<file path="config.mk">
export PLATFORM = sky130hd
export DESIGN_NAME = alu_cmd_sequencer
export DESIGN_NICKNAME = d
export VERILOG_FILES = /design/src/rtl/alu_cmd_sequencer.sv
export SDC_FILE = /design/constraint.sdc
export NUM_CORES = 1
export LEC_CHECK = 0
export ABC_AREA = 1
export CORE_MARGIN = 2
export CORE_UTILIZATION = 38
export DETAILED_ROUTE_END_ITERATION = 16
export PLACE_DENSITY_LB_ADDON = 0.25
export SLEW_MARGIN = 10
export SYNTH_ARGS = -nofsm -noshare
export SYNTH_HDL_FRONTEND = slang
export SYNTH_SLANG_ARGS = --single-unit
</file>
<file path="constraint.sdc">
create_clock -name clk -period 1.31 [get_ports clk]
set_clock_uncertainty 0.2 [all_clocks]
set_input_delay 0.1965 -clock clk [delete_from_list [all_inputs] [get_ports clk]]
set_output_delay 0.1965 -clock clk [all_outputs]
set_load 0.01 [all_outputs]
</file>
<file path="src/rtl/alu_cmd_sequencer.sv">
// Command-side sequencer for the 5-bit AND/ROL ALU: accepts a command, iterates R back into A, returns result and flags.
// Optional early exit on a zero result is enabled by defining ALU_SEQ_ZF_EXIT_EN.
module alu_cmd_sequencer #(
    parameter int WIDTH = 5,
    parameter int CNT_W = 3
) (
    input  logic             clk,
    input  logic             rst_n,
    input  logic             cmd_valid,
    output logic             cmd_ready,
    input  logic [WIDTH-1:0] cmd_a,
    input  logic [WIDTH-1:0] cmd_b,
    input  logic             cmd_op,
    input  logic [CNT_W-1:0] cmd_cnt,
    output logic [WIDTH-1:0] alu_a,
    output logic [WIDTH-1:0] alu_b,
    output logic             alu_op,
    input  logic [WIDTH-1:0] alu_r,
    input  logic             alu_cf,
    input  logic             alu_sf,
    input  logic             alu_zf,
    output logic             res_valid,
    input  logic             res_ready,
    output logic [WIDTH-1:0] res_r,
    output logic             res_cf,
    output logic             res_sf,
    output logic             res_zf,
    output logic [CNT_W-1:0] res_iters,
    output logic             busy
);

    // state | meaning
    // IDLE  | waiting for a command, cmd_ready high
    // EXEC  | one ALU pass per cycle, R fed back into A
    // DONE  | result held on res_* until res_ready
    typedef enum logic [1:0] {IDLE, EXEC, DONE} state_t;

    state_t           state;
    logic [WIDTH-1:0] acc;
    logic [WIDTH-1:0] b_reg;
    logic             op_reg;
    logic [CNT_W-1:0] remaining;
    logic [CNT_W-1:0] iters;
    logic             cf;
    logic             sf;
    logic             zf;
    logic             exit_now;

`ifdef ALU_SEQ_ZF_EXIT_EN
    // A zero accumulator cannot become nonzero again under AND or ROL.
    assign exit_now = (remaining == CNT_W'(1)) || alu_zf;
`else
    assign exit_now = (remaining == CNT_W'(1));
`endif

    always_ff @(posedge clk or negedge rst_n) begin
        if (!rst_n) begin
            state     <= IDLE;
            acc       <= '0;
            b_reg     <= '0;
            op_reg    <= 1'b0;
            remaining <= '0;
            iters     <= '0;
            cf        <= 1'b0;
            sf        <= 1'b0;
            zf        <= 1'b0;
            res_valid <= 1'b0;
            busy      <= 1'b0;
            cmd_ready <= 1'b1;
        end else begin
            case (state)
                IDLE: begin
                    if (cmd_valid) begin
                        acc       <= cmd_a;
                        b_reg     <= cmd_b;
                        op_reg    <= cmd_op;
                        remaining <= cmd_cnt;
                        iters     <= '0;
                        busy      <= 1'b1;
                        cmd_ready <= 1'b0;
                        if (cmd_cnt == '0) begin
                            cf        <= 1'b0;
                            sf        <= cmd_a[WIDTH-1];
                            zf        <= (cmd_a == '0);
                            res_valid <= 1'b1;
                            state     <= DONE;
                        end else begin
                            state <= EXEC;
                        end
                    end
                end
                EXEC: begin
                    acc       <= alu_r;
                    cf        <= alu_cf;
                    sf        <= alu_sf;
                    zf        <= alu_zf;
                    iters     <= iters + CNT_W'(1);
                    remaining <= remaining - CNT_W'(1);
                    if (exit_now) begin
                        res_valid <= 1'b1;
                        state     <= DONE;
                    end
                end
                DONE: begin
                    if (res_ready) begin
                        res_valid <= 1'b0;
                        busy      <= 1'b0;
                        cmd_ready <= 1'b1;
                        state     <= IDLE;
                    end
                end
                default: begin
                    res_valid <= 1'b0;
                    busy      <= 1'b0;
                    cmd_ready <= 1'b1;
                    state     <= IDLE;
                end
            endcase
        end
    end

    assign alu_a     = acc;
    assign alu_b     = b_reg;
    assign alu_op    = op_reg;
    assign res_r     = acc;
    assign res_cf    = cf;
    assign res_sf    = sf;
    assign res_zf    = zf;
    assign res_iters = iters;

endmodule

</file>
==> qor.txt <==
status: finished, violations left
failing checks: negative setup slack
nets@finish: 256
Pwr Total: 4.567 mW
GRT Util Overall: 19.04%
unrepaired setup endpoints after global routing: true
DIE HEIGHT: 60.98 um
layout cells sized above 1: 42.04%
Hold WC Path Type: input port to register
row cnt: 20
min-delay src: alu_cf
clk buf depth: 2
CTS HTree Levels: 1
slew margin rel.: 83.75%
DP HPWL: 2430 um
io pins: 51
DR WL/cell: 12.22 um
PnR worst setup slack: -0.09239 ns
initial core utilization: 40.08%
Switching Fraction: 41.93%
post-synthesis register bit count: 25
clock power share: 7.6%
DR pass1 iterations: 4
Placed Area: 1842 um2
setup slack, reg-to-reg: -0.09 ns
M2 GR Usage: 35.33%
clk sinks: 25
CP arrival: 1.43 ns
Post-Syn Area: 1234 um2
Netlist cell types: 19
worst hold endpoint: res_cf$_DFFE_PN0P_
DRT iter0 DRCs: 43
global-route wire length before repair: 5299 um
vias per inst: 4.526
fmax: 713.1 MHz
post-synthesis sequential area ratio: 50.81%
worst hold stages: 3
GRT met3 Usage: 2.985%
Setup-failing EPs final: 24
PortBufs: 50
routability cong.: 0.7632
Worst Max-Slew Pin Slew: 0.2431 ns
sw power: 1.915 mW
Power Dens Cells: 2263 nW/um2
fill count: 265
Final Hold Vio Count: 0
most frequent cell after synthesis: nand2_1
Peak supply drop: 0.001080 V
final worst path period share: 107.1%
synthesis-to-layout area growth: 63.59%
CP Capture Type: register
antenna-violating nets left: 0
synth warn: 0
Most used DFF post-synth: dfrtp_1
GR Overflow Total: 0
Cell Int Power: 2.652 mW
CTS root buffer: clkbuf_4
DR DRC count: 0
Sequential Area: 629.4 um2
Mean Syn Cell Area: 8.170 um2
Reg power frac: 30.9%
DIE AREA: 3719 um2
Max Transition Viols Final: 0
Leak Pwr: 1.061 nW
Critical R2R Launch: state[0]$_DFFE_PN0P_
Comb pwr share: 61.5%
Final TNS setup: -1.551 ns
die width: 60.98 um
Post-synth EDFFs: 0
largest net degree at the start of global routing: 15
largest area contributor in the netlist: dfrtp_1
Vias: 1,222
CTS Buf Count: 3
Post-Route WL: 3300 um
CP Max Fanout: 9
final instance area: 2018 um2
ys async rst share: 100.0%
CP Class: register to register
RR Endpoint: remaining[0]$_DFFE_PN0P_
Post-Syn Nets: 180
CTS tree: built
post-layout min period: 1.402 ns
CP Launch Type: register
clk_lat worst skew: 0.32 ns
Core Footprint: 3078 um2
# diodes: 0
grt peak-use layer: met2
antenna violations before repair: 0
vias in the first global route: 1,212
routing usage on met1: 22.47%
Cells after Synth: 151
Synth top area share: 48.68%
Commonest cells post-synth: nand2_1, dfrtp_1, inv_1
largest cells by area after synthesis: dfrtp_1, nand2_1, buf_4
Multi-input gate area: 584.3 um2
required time worst endpoint: 1.34 ns
Worst-path clk slew: 0.15 ns
# Max-Cap Violations: 0
R2R cell count: 7
==> cells in the final DEF (no fill, tap or decap) <==
cell | Yosys | final
nand3_1 | 7 | 4
buf_4 | 6 | 19
nand4_1 | 2 | 2
dlygate4sd3_1 | 0 | 1
a21oi_1 | 4 | 4
inv_1 | 11 | 10
o211ai_1 | 1 | 1
nor2_1 | 6 | 4
ha_1 | 3 | 3
nor2_2 | 0 | 1
nor2_4 | 2 | 3
dfstp_2 | 1 | 1
nand2_1 | 68 | 46
nand2_2 | 1 | 21
clkdlybuf4s50_1 | 0 | 25
buf_2 | 0 | 20
inv_2 | 3 | 4
dfrtp_2 | 0 | 2
o21ai_0 | 7 | 3
nand3_4 | 0 | 1
nand3_2 | 0 | 2
nand2_4 | 0 | 2
buf_12 | 0 | 1
buf_6 | 2 | 13
o21ai_1 | 1 | 5
o21bai_1 | 1 | 1
clkinv_2 | 0 | 1
nor2_8 | 1 | 1
dfrtp_1 | 24 | 22
clkbuf_4 | 0 | 3
==> logic make-up after synthesis <==
kind of cell / count (synthesis) / synth area share [%]
AOI/OAI and AO/OA: 14 / 6.085
DFF: 25 / 50.81
buffers and inverters: 22 / 9.736
and+or+nand+nor: 87 / 30.32
adders and majority gates: 3 / 3.043
==> worst max-delay path by stage <==
| stage | cells after the start | slack (ns) | endpoint | from |
|---|---|---|---|---|
| floorplan | 5 | 0.03 | remaining[1]$_DFFE_PN0P_ | state[1]$_DFFE_PN0P_ |
| global placement | 6 | -0.23 | alu_a[2]$_DFFE_PN0P_ | cmd_valid |
| detailed placement | 6 | -0.26 | cmd_ready$_DFFE_PN1P_ | cmd_valid |
| CTS | 4 | -0.08 | alu_a[4]$_DFFE_PN0P_ | state[1]$_DFFE_PN0P_ |
| global route | 6 | -0.16 | remaining[2]$_DFFE_PN0P_ | state[1]$_DFFE_PN0P_ |
| finish | 7 | -0.09 | remaining[0]$_DFFE_PN0P_ | state[0]$_DFFE_PN0P_ |
==> sequential cells by signal (all words and copies together) (netlist names) <==
name and flops:
alu_op 1, cmd_ready 1, res_iters 3, res_cf 1
res_zf 1, alu_b 5, res_sf 1, busy 1
alu_a 5, state 2, res_valid 1, remaining 3
==> stage by stage <==
stage	std cells	hold WS [ns]	setup slack [ns]	util, %
after detailed placement	253	0.2500	-0.2647	59.84
after CTS	268	0.1900	-0.08318	62.32
after floorplan	151	-0.2991	0.02940	-
final	270	0.2012	-0.09239	65.57
after global routing	270	0.2040	-0.1595	65.57
after global placement	253	0.2450	-0.2309	59.84
==> critical path: stages, from the launching register on <==
cell     delay [ns]
dfrtp_2        0.47
inv_2          0.11
nor2_4         0.07
buf_12         0.14
nor2_8         0.15
inv_2          0.05
nand2_1        0.05
o21ai_1        0.06
==> power groups by stage <==
stage / combinational [mW] / clock, mW / sequential, mW
floorplan: 1.18 / 0 / 1.52
global placement: 2.40 / 0 / 1.39
detailed placement: 2.46 / 0 / 1.41
CTS: 2.59 / 0.355 / 1.39
global route: 3.09 / 0.390 / 1.45
finish: 2.81 / 0.348 / 1.41
==> final cells by class <==
class	instances	area share, %
Timing Repair Buffer	79	33.17
Sequential cell	25	31.18
Multi-Input combinational cell	104	28.95
Tap cell	44	2.728
Inverter	14	2.604
Clock buffer	3	1.116
Clock inverter	1	0.2480
==> per-layer routing <==
layer / vias up / routed length [um]
met1: 571 / 1381
met4: 0 / 15
met5: - / 0
li1: 611 / -
met2: 38 / 1720
met3: 2 / 183
==> repair_timing <==
action,in CTS,in global routing
setup buffers,10,3
endpoints found under the hold margin,7,0
cloned,0,0
pin swaps,1,10
hold buffers,1,0
resized for setup,121,30
setup endpoints to repair,48,35
No activity file was read; power rests on OpenSTA's default activity.
